`src/rtl/instr_fetch_unit_pkg.sv`:
```
// Shared defaults for the instruction fetch unit: address/data widths,
// prefetch depth and reset vector. FIFO entries are laid out as {addr, data}.
package instr_fetch_unit_pkg;

    localparam int DEF_ADDR_WIDTH   = 8;
    localparam int DEF_DATA_WIDTH   = 8;
    localparam int DEF_FIFO_DEPTH   = 2;
    localparam int DEF_RESET_VECTOR = 0;

endpackage

```
`src/rtl/instr_fetch_unit_fifo.sv`:
```
// Prefetch FIFO. Flush beats push/pop; push and pop may coincide at any
// occupancy, including full. Head reads as zero while the FIFO is empty.
module instr_fetch_unit_fifo #(
    parameter int DEPTH = 2,
    parameter int WIDTH = 16,
    parameter int CW    = $clog2(DEPTH + 1)
) (
    input  logic             clk,
    input  logic             reset_n,
    input  logic             push,
    input  logic             pop,
    input  logic             flush,
    input  logic [WIDTH-1:0] din,
    output logic [WIDTH-1:0] head,
    output logic             head_valid,
    output logic [CW-1:0]    count
);

    localparam int PW = $clog2(DEPTH);

    logic [WIDTH-1:0] mem [DEPTH];
    logic [PW-1:0]    wr_ptr;
    logic [PW-1:0]    rd_ptr;

    always_ff @(posedge clk) begin
        if (push && !flush) begin
            mem[wr_ptr] <= din;
        end
    end

    always_ff @(posedge clk or negedge reset_n) begin
        if (!reset_n) begin
            wr_ptr <= '0;
            rd_ptr <= '0;
            count  <= '0;
        end else if (flush) begin
            wr_ptr <= '0;
            rd_ptr <= '0;
            count  <= '0;
        end else begin
            if (push) wr_ptr <= wr_ptr + PW'(1);
            if (pop)  rd_ptr <= rd_ptr + PW'(1);
            unique case ({push, pop})
                2'b10:   count <= count + CW'(1);
                2'b01:   count <= count - CW'(1);
                default: count <= count;
            endcase
        end
    end

    assign head_valid = (count != '0);
    assign head       = head_valid ? mem[rd_ptr] : '0;

endmodule

```
`src/rtl/instr_fetch_unit.sv`:
```
// Program counter and prefetch stage in front of a registered-read program ROM.
// Issues one fetch per cycle while FIFO credit allows; branches flush and redirect.
module instr_fetch_unit
    import instr_fetch_unit_pkg::*;
#(
    parameter int                    ADDR_WIDTH   = DEF_ADDR_WIDTH,
    parameter int                    DATA_WIDTH   = DEF_DATA_WIDTH,
    parameter int                    FIFO_DEPTH   = DEF_FIFO_DEPTH,
    parameter logic [ADDR_WIDTH-1:0] RESET_VECTOR = ADDR_WIDTH'(DEF_RESET_VECTOR)
) (
    input  logic                  clk,
    input  logic                  reset_n,
    output logic [ADDR_WIDTH-1:0] rom_addr,
    input  logic [DATA_WIDTH-1:0] rom_data,
    input  logic                  branch_valid,
    input  logic [ADDR_WIDTH-1:0] branch_target,
    output logic [DATA_WIDTH-1:0] out_data,
    output logic [ADDR_WIDTH-1:0] out_addr,
    output logic                  out_valid,
    input  logic                  out_ready
);

    localparam int CW = $clog2(FIFO_DEPTH + 1);
    localparam int EW = ADDR_WIDTH + DATA_WIDTH;

    logic [ADDR_WIDTH-1:0] pc;
    logic [ADDR_WIDTH-1:0] tag;
    logic                  inflight;
    logic                  pop;
    logic                  issue;
    logic [CW-1:0]         count;
    logic [CW:0]           occupancy;
    logic [EW-1:0]         head;

    assign pop = out_valid & out_ready;

    // Credit: entries held plus the byte already on its way back, minus this cycle's pop.
    assign occupancy = {1'b0, count} + (CW+1)'(inflight) - (CW+1)'(pop);
    assign issue     = occupancy < (CW+1)'(FIFO_DEPTH);

    always_ff @(posedge clk or negedge reset_n) begin
        if (!reset_n) begin
            pc       <= RESET_VECTOR;
            tag      <= '0;
            inflight <= 1'b0;
        end else if (branch_valid) begin
            pc       <= branch_target;
            inflight <= 1'b0;
        end else if (issue) begin
            pc       <= pc + ADDR_WIDTH'(1);
            tag      <= pc;
            inflight <= 1'b1;
        end else begin
            inflight <= 1'b0;
        end
    end

    assign rom_addr = pc;

    instr_fetch_unit_fifo #(
        .DEPTH(FIFO_DEPTH),
        .WIDTH(EW),
        .CW   (CW)
    ) u_fifo (
        .clk       (clk),
        .reset_n   (reset_n),
        .push      (inflight),
        .pop       (pop),
        .flush     (branch_valid),
        .din       ({tag, rom_data}),
        .head      (head),
        .head_valid(out_valid),
        .count     (count)
    );

    assign {out_addr, out_data} = head;

endmodule
```
`config.mk`:
```
export PLATFORM = sky130hd
export DESIGN_NAME = instr_fetch_unit
export DESIGN_NICKNAME = d
export VERILOG_FILES = /design/src/rtl/instr_fetch_unit_pkg.sv /design/src/rtl/instr_fetch_unit_fifo.sv /design/src/rtl/instr_fetch_unit.sv
export SDC_FILE = /design/constraint.sdc
export NUM_CORES = 1
export LEC_CHECK = 0
export ABC_AREA = 1
export ABC_CLOCK_PERIOD_IN_PS = 2930
export CORE_AREA = 8 8 82 84
export CTS_CLUSTER_DIAMETER = 120
export DETAILED_ROUTE_END_ITERATION = 10
export DIE_AREA = 0 0 90 92
export DONT_BUFFER_PORTS = 1
export MAX_ROUTING_LAYER = met4
export SLEW_MARGIN = 20
export SYNTH_ARGS = -nofsm -noshare
export SYNTH_HDL_FRONTEND = slang
export SYNTH_SLANG_ARGS = --single-unit
export TNS_END_PERCENT = 100
```
`constraint.sdc`:
```
create_clock -name clk -period 2.93 [get_ports clk]
set_clock_uncertainty 0.05 [all_clocks]
set_input_delay 0.7325 -clock clk [delete_from_list [all_inputs] [get_ports clk]]
set_output_delay 0.7325 -clock clk [all_outputs]
set_load 0.02 [all_outputs]
```
==> impl_metrics.toml <==
[run_status]
outcome = "finished, final reports clean"

[timing]
finalCriticalPeriod_ns = 2.62
max_clock_freq_mhz = 382
slew_headroom = 0.626
hold_ws_ns = 0.0669
grt_setup_unrepaired = "no"
hold_viol_final = 0
setup_viol = 0
timing.setup.tns_ns = 0
drv_slew = 0
tightestPinTransition_ns = 0.561
min_period_over_period = 0.895

[floorplan]
rows = 27
pin_count = 45
start_util = 0.436
die_w_um = 90
core-area_mm2 = 0.00541
fp.dieH_um = 92
die_area_mm2 = 0.00828

[pwr]
swShare = 0.422
powerDensity_mw_per_mm2 = 1120
power_mw = 2.87
p_seq_frac = 0.451
p_leak_nw = 1.07
pwr-share-clk = 0.165
power_switching_mw = 1.21
combPwrFrac = 0.384
peakVddDrop_uv = 511
p_int_mw = 1.66

[setup_path]
critical_path_class = "flip-flop to flip-flop"
required_ns = 3.12
start_kind = "flip-flop"
cp_num_buf_inv = 2
cp-end-kind = "flip-flop"
cp.arrival_ns = 2.81
cp_max_fo = 15
cpPeakStageDelay_ns = 0.54
crit_chain = "o21ai_1 -> inv_1 -> ha_1 -> or2_2 -> fa_1 -> nand3_4 -> nor2_4 -> buf_4 -> nand2_1 -> nand3_1"
critPathTopFamily = "simple AND/OR/NAND/NOR gates"
cpMaxStageDelayCell = "fa_1"

[placed_design]
place_area_mm2 = 0.00246
io_buffers = 0
gp_congestion = 0.821
hpwl_mm = 3.19

[synth]
ys_types = 26
synth_top_family_by_area = "simple AND/OR/NAND/NOR gates"
synth_adder_area_share = 0.0191
yosysSeqAreaShare = 0.630
ys_ff_latch = 53
synth-compound-area-share = 0.0785
yosys-top-cells-area = "edfxtp_1 41%, dfrtp_1 22%, nand2_1 13%"
synthSimpleGateAreaFrac = 0.210
synth.avg_cell_area_um2 = 10.1
synthXorXnorAreaFrac = 0.00743
synth_cells = 233
muxShareOfSynthArea = 0
synth_top_area_share = 0.407
synthesis.nets = 256
syn-cell-area_mm2 = 0.00236
yosys.area.top_type = "edfxtp_1"
yosys_warnings = 0

[grt]
grt_first_pass_wirelength_mm = 7.31
grt_max_degree = 22
grt_pass1_vias = 1533
antenna_found_initial = 0
gr-total-overflow = 0
grt_use_total = 0.113

[cts]
htree_levels = 2
holdBufCountCts = 0
clk_path_buf_depth = 2
cts.sinks = 53
postCtsResizedCells = 0
root_buffer = "clkbuf_8"
clock_latency_ns = 0.29
path_clk_slew_ns = 0.09
cts_tree = "built"
cts_setup_buffers = 0
numCtsBuffers = 5

[final_layout]
regArea_mm2 = 0.00149
n_antenna_cell = 0
layout-drive-gt1-share = 0.108
finish.instance_area_mm2 = 0.00257
layout.nets = 263
finish.utilization = 0.475
syn_to_final_growth_pct = 8.91
num-fill-cells = 516
multi_input_area_um2 = 742

[detailed_routing]
viasPerCell = 4.90
via_count = 1533
dr.pass1.iters = 4
drt_iter0_markers = 50
wl_mm = 4.37
ant_nets = 0
wire_per_inst_um = 14.0
drc = 0

[run]
cap_violations = 0

[min_path]
hp-class = "input pin to async pin"
## synth_stat cells
cell type	n
buf_6	2
or2_2	3
o21ai_1	2
clkbuf_1	1
buf_2	5
nand3_1	14
nand4_1	3
inv_1	17
a21oi_1	18
ha_1	2
nor3_1	1
dfrtp_1	21
nor2_1	6
o21ai_0	5
o21a_1	7
nand2_2	1
xor2_1	2
clkinv_1	1
fa_1	1
edfxtp_1	32
inv_2	3
nand3_4	1
nand2_1	81
o211ai_1	1
nor2_4	1
nand3_2	2
## cell usage in the layout, fill, tap and decap left out
cell type	synthesis	routed
a21oi_1	18	18
buf_4	0	8
bufinv_16	0	1
clkbuf_1	1	1
clkbuf_8	0	5
clkinv_1	1	1
clkinv_4	0	1
dfrtp_1	21	21
edfxtp_1	32	32
fa_1	1	1
ha_1	2	2
inv_1	17	17
inv_2	3	3
nand2_1	81	81
nand2_2	1	1
nand3_1	14	14
nand3_2	2	2
nand3_4	1	1
nand4_1	3	3
nor2_1	6	6
nor2_4	1	1
nor3_1	1	1
o211ai_1	1	1
o21a_1	7	7
o21ai_0	5	5
o21ai_1	2	2
or2_2	3	3
xor2_1	2	2
## routing by layer
layer,global-route usage,share of wire
met1,0.134,0.46
met4,0.0485,0.016
met3,0.0359,0.075
met2,0.173,0.45
met5,-,0
## cell type report
class	count	share of cell area
clock buffer	6	0.0283
timing repair buffer	8	0.0234
tap	72	0.0351
multi-input combinational	151	0.289
clock inverter	2	0.0151
inverter	21	0.0307
sequential	53	0.579
## through the flow
| stage | setup WS, ns | instances |
|---|---|---|
| 6_report | 0.309 | 313 |
| 5_1_grt | 0.150 | 313 |
| 4_1_cts | 0.309 | 313 |
| 3_5_place_dp | 0.107 | 305 |
| 3_3_place_gp | 0.147 | 305 |
| 2_1_floorplan | 0.292 | 233 |
## registers in the layout, indices dropped and copies added (netlist names)
name and count:
inflight 1, rom_addr 8, tag 8, u_fifo.count 2, u_fifo.mem 32, u_fifo.rd_ptr 1
u_fifo.wr_ptr 1
## worst reg2reg max path: stages (launching register included)
cell     delay, ns
dfrtp_1       0.45
o21ai_1       0.18
inv_1         0.06
ha_1          0.25
or2_2         0.30
fa_1          0.54
nand3_4       0.12
nor2_4        0.29
buf_4         0.19
nand2_1       0.05
nand3_1       0.07
## cell families after synthesis
family                     count (synthesis)
xor gates and xnor gates                   2
DFF                                       53
buffers and inverters                     29
AOI/OAI and AO/OA                         33
and+or+nand+nor                          113
adders and majority gates                  3
## power by group through the flow
stage          Sequential [mW]  Clock, mW  Combinational [mW]
5_1_grt                   1.33      0.521                1.26
4_1_cts                   1.30      0.495                1.13
3_5_place_dp              1.31          0                1.12
2_1_floorplan             1.24          0               0.947
3_3_place_gp              1.31          0                1.10
6_report                  1.29      0.475                1.10
## worst paths after layout
kind | start | endpoint | slack, ns | cells past startpoint
max in group asynchronous | reset_n | u_fifo.count[1] | 2.69 | 0
max reg2reg | u_fifo.count[0] | rom_addr[4] | 0.31 | 10
min reg2reg | tag[7] | u_fifo.mem[1][15] | 0.43 | 0
min in group clk | tag[7] | u_fifo.mem[1][15] | 0.43 | 0
max | u_fifo.count[0] | rom_addr[4] | 0.31 | 10
min | reset_n | rom_addr[7] | 0.07 | 0
Power figures use the tool's default switching activity.
